===== src/rtl/snn_step_scheduler.sv =====
// Timestep scheduler for one spiking-neuron layer: frame pacing,
// per-window spike collection, saturating counts and argmax readout.
module snn_step_scheduler #(
    parameter int NUM_IN     = 961,
    parameter int NUM_NEURON = 10,
    parameter int NUM_STEPS  = 20,
    parameter int CNT_WIDTH  = 8
) (
    input  logic                          clk_i,
    input  logic                          rst_ni,
    input  logic                          start_i,
    output logic                          busy_o,
    input  logic                          frame_valid_i,
    output logic                          frame_ready_o,
    input  logic [NUM_IN-1:0]             frame_i,
    output logic [NUM_IN-1:0]             nrn_frame_o,
    output logic                          nrn_rst_o,
    input  logic                          nrn_next_stage_i,
    input  logic [NUM_NEURON-1:0]         nrn_spike_i,
    output logic                          out_valid_o,
    output logic [NUM_NEURON-1:0]         out_spikes_o,
    output logic                          underflow_o,
    output logic                          done_o,
    output logic [$clog2(NUM_NEURON)-1:0] winner_o
);

    localparam int IDX_W = $clog2(NUM_NEURON);
    localparam int BW    = $clog2(NUM_STEPS + 1);

    localparam logic [BW-1:0]        STEPS   = BW'(NUM_STEPS);
    localparam logic [BW-1:0]        LAST    = BW'(NUM_STEPS - 1);
    localparam logic [IDX_W-1:0]     IDX_MAX = IDX_W'(NUM_NEURON - 1);
    localparam logic [CNT_WIDTH-1:0] CNT_MAX = '1;

    localparam logic [2:0] IDLE  = 3'd0;
    localparam logic [2:0] PRIME = 3'd1;
    localparam logic [2:0] RUN   = 3'd2;
    localparam logic [2:0] SCAN  = 3'd3;
    localparam logic [2:0] DONE  = 3'd4;

    logic [2:0]            state;
    logic [BW-1:0]         b;
    logic [BW-1:0]         taken;
    logic [NUM_IN-1:0]     pend;
    logic                  pend_full;
    logic [NUM_NEURON-1:0] acc;
    logic [NUM_NEURON-1:0] win_spk;
    logic [CNT_WIDTH-1:0]  cnt [NUM_NEURON];
    logic [IDX_W-1:0]      idx;
    logic [IDX_W-1:0]      best_idx;
    logic [CNT_WIDTH-1:0]  best_val;
    logic                  xfer;
    logic                  boundary;
    logic                  take;
    logic                  report;

    assign busy_o    = (state != IDLE);
    assign nrn_rst_o = (state != RUN);

    always_comb begin
        frame_ready_o = 1'b0;
        unique case (state)
            PRIME:   frame_ready_o = 1'b1;
            RUN:     frame_ready_o = !pend_full && (taken < STEPS);
            default: frame_ready_o = 1'b0;
        endcase
    end

    assign xfer     = frame_valid_i && frame_ready_o;
    assign boundary = (state == RUN) && nrn_next_stage_i;
    assign report   = boundary && (b != '0);
    assign win_spk  = acc | nrn_spike_i;
    assign take     = (cnt[idx] > best_val);

    // Frame pacing, window accumulation and per-window reporting
    always_ff @(posedge clk_i or negedge rst_ni) begin
        if (!rst_ni) begin
            state        <= IDLE;
            b            <= '0;
            taken        <= '0;
            pend         <= '0;
            pend_full    <= 1'b0;
            nrn_frame_o  <= '0;
            underflow_o  <= 1'b0;
            acc          <= '0;
            out_valid_o  <= 1'b0;
            out_spikes_o <= '0;
        end else begin
            out_valid_o <= 1'b0;
            unique case (state)
                IDLE: begin
                    if (start_i) begin
                        state       <= PRIME;
                        underflow_o <= 1'b0;
                        pend_full   <= 1'b0;
                        acc         <= '0;
                    end
                end
                PRIME: begin
                    if (xfer) begin
                        nrn_frame_o <= frame_i;
                        b           <= '0;
                        taken       <= BW'(1);
                        acc         <= '0;
                        state       <= RUN;
                    end
                end
                RUN: begin
                    if (boundary) begin
                        if (report) begin
                            out_valid_o  <= 1'b1;
                            out_spikes_o <= win_spk;
                        end
                        acc <= '0;
                        if (b < LAST) begin
                            nrn_frame_o <= pend_full ? pend : '0;
                            if (!pend_full) begin
                                underflow_o <= 1'b1;
                            end
                            pend_full <= 1'b0;
                        end else if (b == LAST) begin
                            nrn_frame_o <= '0;
                        end
                        if (b == STEPS) begin
                            state <= SCAN;
                        end else begin
                            b <= b + 1'b1;
                        end
                    end else begin
                        acc <= win_spk;
                    end
                    // A frame landing on a boundary cycle survives as pending
                    if (xfer) begin
                        pend      <= frame_i;
                        pend_full <= 1'b1;
                        taken     <= taken + 1'b1;
                    end
                end
                SCAN: begin
                    if (idx == IDX_MAX) begin
                        state <= DONE;
                    end
                end
                DONE: begin
                    state <= IDLE;
                end
                default: begin
                    state <= IDLE;
                end
            endcase
        end
    end

    always_ff @(posedge clk_i or negedge rst_ni) begin
        if (!rst_ni) begin
            for (int i = 0; i < NUM_NEURON; i++) begin
                cnt[i] <= '0;
            end
        end else if ((state == IDLE) && start_i) begin
            for (int i = 0; i < NUM_NEURON; i++) begin
                cnt[i] <= '0;
            end
        end else if (report) begin
            for (int i = 0; i < NUM_NEURON; i++) begin
                if (win_spk[i] && (cnt[i] != CNT_MAX)) begin
                    cnt[i] <= cnt[i] + 1'b1;
                end
            end
        end
    end

    // Sequential argmax; strict compare keeps the lowest index on ties
    always_ff @(posedge clk_i or negedge rst_ni) begin
        if (!rst_ni) begin
            idx      <= '0;
            best_idx <= '0;
            best_val <= '0;
            done_o   <= 1'b0;
            winner_o <= '0;
        end else begin
            done_o <= 1'b0;
            if (state == SCAN) begin
                if (take) begin
                    best_val <= cnt[idx];
                    best_idx <= idx;
                end
                idx <= idx + 1'b1;
                if (idx == IDX_MAX) begin
                    done_o   <= 1'b1;
                    winner_o <= take ? idx : best_idx;
                end
            end else begin
                idx      <= '0;
                best_idx <= '0;
                best_val <= '0;
            end
        end
    end

endmodule


===== config.mk =====
export PLATFORM = sky130hd
export DESIGN_NAME = snn_step_scheduler
export DESIGN_NICKNAME = d
export VERILOG_FILES = /design/src/rtl/snn_step_scheduler.sv
export SDC_FILE = /design/constraint.sdc
export NUM_CORES = 2
export LEC_CHECK = 0
export ABC_AREA = 1
export CORE_AREA = 2 2 769 771
export CTS_CLUSTER_SIZE = 10
export DETAILED_ROUTE_END_ITERATION = 16
export DIE_AREA = 0 0 771 773
export MAX_ROUTING_LAYER = met4
export PLACE_DENSITY = 0.35
export SLEW_MARGIN = 30
export SYNTH_ARGS = -nofsm -noshare
export SYNTH_HDL_FRONTEND = slang
export SYNTH_SLANG_ARGS = --single-unit
export TNS_END_PERCENT = 5

===== constraint.sdc =====
create_clock -name clk_i -period 3.47 [get_ports clk_i]
set_input_delay 0.5205 -clock clk_i [delete_from_list [all_inputs] [get_ports clk_i]]
set_output_delay 0.5205 -clock clk_i [all_outputs]
set_load 0.02 [all_outputs]

==> flow_summary.yaml <==
run_status:
  outcome: "finished, final reports clean"
logic_synthesis:
  synth_top_family_by_area: "compound AO/OA/AOI/OAI gates"
  synthFlopType: "dfrtp_1"
  synthSimpleGateAreaFrac_pct: 14.4
  netlist_instances: 11346
  synth_top_area_share_pct: 56.3
  ys_seq_area_share_pct: 56.3
  synthTopCellsByArea: "dfrtp_1, o21ai_0, nand2_1, inv_1, buf_2"
  ys_types: 31
  yosysWarnings: 0
  synth-compound-area-share_pct: 16.8
  yosysTopAreaCell: "dfrtp_1"
  synthAdderAreaFrac_pct: 0.314
  syn_nets: 12345
  ys_ff_latch: 2059
  synth_xor_area_share_pct: 0.478
  synth-edff-count: 0
  synth_area_per_cell_um2: 8.07
  yosys-top-cells-count: "nand2_1, o21ai_0, dfrtp_1"
  synth.most_common_cell: "nand2_1"
  synth_async_sr_flop_share_pct: 100
  synthMuxAreaShare_pct: 0
  synth_area_um2: 91600
cells_and_area:
  fin_nets: 14313
  fillers: 65143
  drive_gt1_share_pct: 6.39
  syn_to_final_growth_pct: 44.3
  final_area_um2: 132000
timing:
  max_freq_mhz: 299
  clock_skew_ns: 0.0676
  holdWs_ns: 0.157
  finalMaxSlewViolations: 0
  min_period_over_period_pct: 96.3
  slew_headroom_pct: 28.9
  min_period_ns: 3.34
  setup_slack_ns: 0.127
  setup_viol: 0
  finalHoldViolations: 0
  worstMarginPinSlew_ns: 1.07
  tns_ns: 0
  rsz0062_at_grt: "no"
global_routing:
  grtUsageTotal_pct: 17.0
  grt_max_degree: 139
  antenna_found_initial: 281
  grt_pass1_vias: 78402
  grt_pass1_wl_um: 691000
  grt_overflow: 0
min_path:
  hold_path_class: "in2async"
run:
  cap_violations: 0
placed_design:
  dp_hpwl_um: 402000
  port_buffers: 1956
  gp_congestion: 0.866
  dpl-instance-area_um2: 122000
  dp_slack_ns: 0.529
pwr:
  powerDensity_nw_per_um2: 989
  p_leak_uw: 0.0585
  finalPower_uw: 131000
  vdd_drop_max_uv: 659
clock_tree:
  clock-root-buffer: "clkbuf_16"
  cts_tree: "yes"
  cts_buffers: 290
  clkTransAtPathRegs_ns: 0.06
  cts_buffer_depth: 4
  clock-sinks: 2059
  cts-htree-levels: 5
  clkLatencyLatePin_ns: 0.95
  cts_setup_buffers: 0
worst_setup_path:
  start_kind: "flop"
  worstPathRequired_ns: 2.95
  cp_data_arrival_time_ns: 2.82
  rr_worst_depth: 18
  reg2reg_from: "idx[1]$_DFF_PN0_"
  crit_fanout: 35
  path_class: "reg2out"
  regToRegEndpoint: "best_val[3]$_DFFE_PN0P_"
  r2r_slack_ns: 0.45
  endpoint_kind: "primary output"
detailed_routing:
  firstDrtPassIters: 6
  post_drt_via_cell_ratio: 3.80
  drtIter0Drc: 5426
  wl_per_cell_um: 23.8
  drtAntennaViolNets: 0
  drc: 0
  vias: 81622
  wl_um: 510000
floorplanning:
  start_util_pct: 15.6
  coreArea_um2: 588000
  io_pins: 1957
  die-area_um2: 596000
  die_x_um: 771
  rows: 282
  die_y_um: 773
cell usage in the layout, fill, tap and decap left out, types with 2 or more instances in the layout:
cell type,Yosys,final
nand2_1,3190,3188
o21ai_0,2928,2926
dfrtp_1,2059,2058
inv_1,2043,2043
clkdlybuf4s50_1,0,1954
buf_4,8,304
clkbuf_16,0,292
diode_2,0,152
nand3_1,110,109
buf_12,0,91
o21ai_1,80,82
clkbuf_8,0,82
nor2_1,80,80
clkbuf_1,344,63
xor2_1,47,47
a21oi_1,25,25
clkinv_2,0,25
ha_1,23,23
nand4_1,21,21
o211ai_1,17,17
or2_2,12,12
clkinv_16,0,12
bufinv_16,0,11
inv_16,0,7
nor3_1,6,6
nand3b_1,5,5
clkinv_1,4,4
a31o_2,4,4
inv_6,0,4
clkinvlp_4,0,4
xnor2_1,3,3
o31ai_1,3,3
clkinv_8,0,3
nand2_4,0,2
nand3_2,2,2
clkinv_4,0,2
what timing repair did:
action | in CTS | in global routing
setup endpoints to repair | 2 | 0
gates resized for setup | 1 | 0
hold buffers | 1 | 0
hold endpoints to repair | 7 | 0
state kept, by name, summed over array words and instances (netlist names):
name          flops
acc              10
b                 5
best_idx          4
best_val          8
cnt              80
done_o            1
idx               4
nrn_frame_o     961
out_spikes_o     10
out_valid_o       1
pend            961
pend_full         1
state             3
taken             5
underflow_o       1
winner_o          4
cell families after synthesis:
group                    Yosys count
AND/OR/NAND/NOR                 3428
AO/OA/AOI/OAI                   3060
buffers and inverters           2726
flip-flops                      2059
XOR/XNOR                          50
adder cells (fa/ha/maj)           23
worst max-delay path, cell delays in order, from the launching register on:
cell	delay [ns]
dfrtp_1	0.47
inv_1	0.16
nand2_4	0.13
buf_12	0.20
clkdlybuf4s50_1	0.71
metal layers:
metal | wire length (um) | global-route usage (%)
met4 | 14700 | 4.39
met2 | 241000 | 27.6
met1 | 210000 | 20.1
met3 | 44000 | 5.97
met5 | 0 | -
stage by stage:
stage	std cells	util, %
2_1_floorplan	11346	-
3_3_place_gp	20831	20.8
3_5_place_dp	20831	20.8
4_1_cts	21336	22.4
5_1_grt	21467	22.5
6_report	21489	22.5
final cells by class:
cell class	instances	area, um2	area share, %
sequential	2059	51500	39.0
clock buffer	437	8670	6.56
antenna	152	380	0.288
inverter	2049	7700	5.83
clock inverter	68	1090	0.823
multi-input combinational	6561	29300	22.2
tap	7810	9770	7.40
timing repair buffer	2353	23700	17.9
power by group:
| part | internal (uW) | switching [uW] |
|---|---|---|
| Combinational | 20200 | 39400 |
| Sequential | 34900 | 5180 |
| Clock | 18200 | 12800 |
| Total | 73300 | 57400 |
worst max-delay path by stage:
| stage | from | to | slack (ns) | cells after the start |
|---|---|---|---|---|
| 2_1_floorplan | idx[0]$_DFF_PN0_ | winner_o[1]$_DFFE_PN0P_ | 0.76 | 15 |
| 3_3_place_gp | idx[1]$_DFF_PN0_ | best_val[3]$_DFFE_PN0P_ | 0.35 | 18 |
| 3_5_place_dp | idx[1]$_DFF_PN0_ | best_val[3]$_DFFE_PN0P_ | 0.53 | 16 |
| 4_1_cts | state[0]$_DFFE_PN0P_ | nrn_rst_o | 0.05 | 4 |
| 5_1_grt | state[0]$_DFFE_PN0P_ | nrn_rst_o | 0.03 | 4 |
| 6_report | state[0]$_DFFE_PN0P_ | nrn_rst_o | 0.13 | 4 |
(Power assumes the default switching activity.)
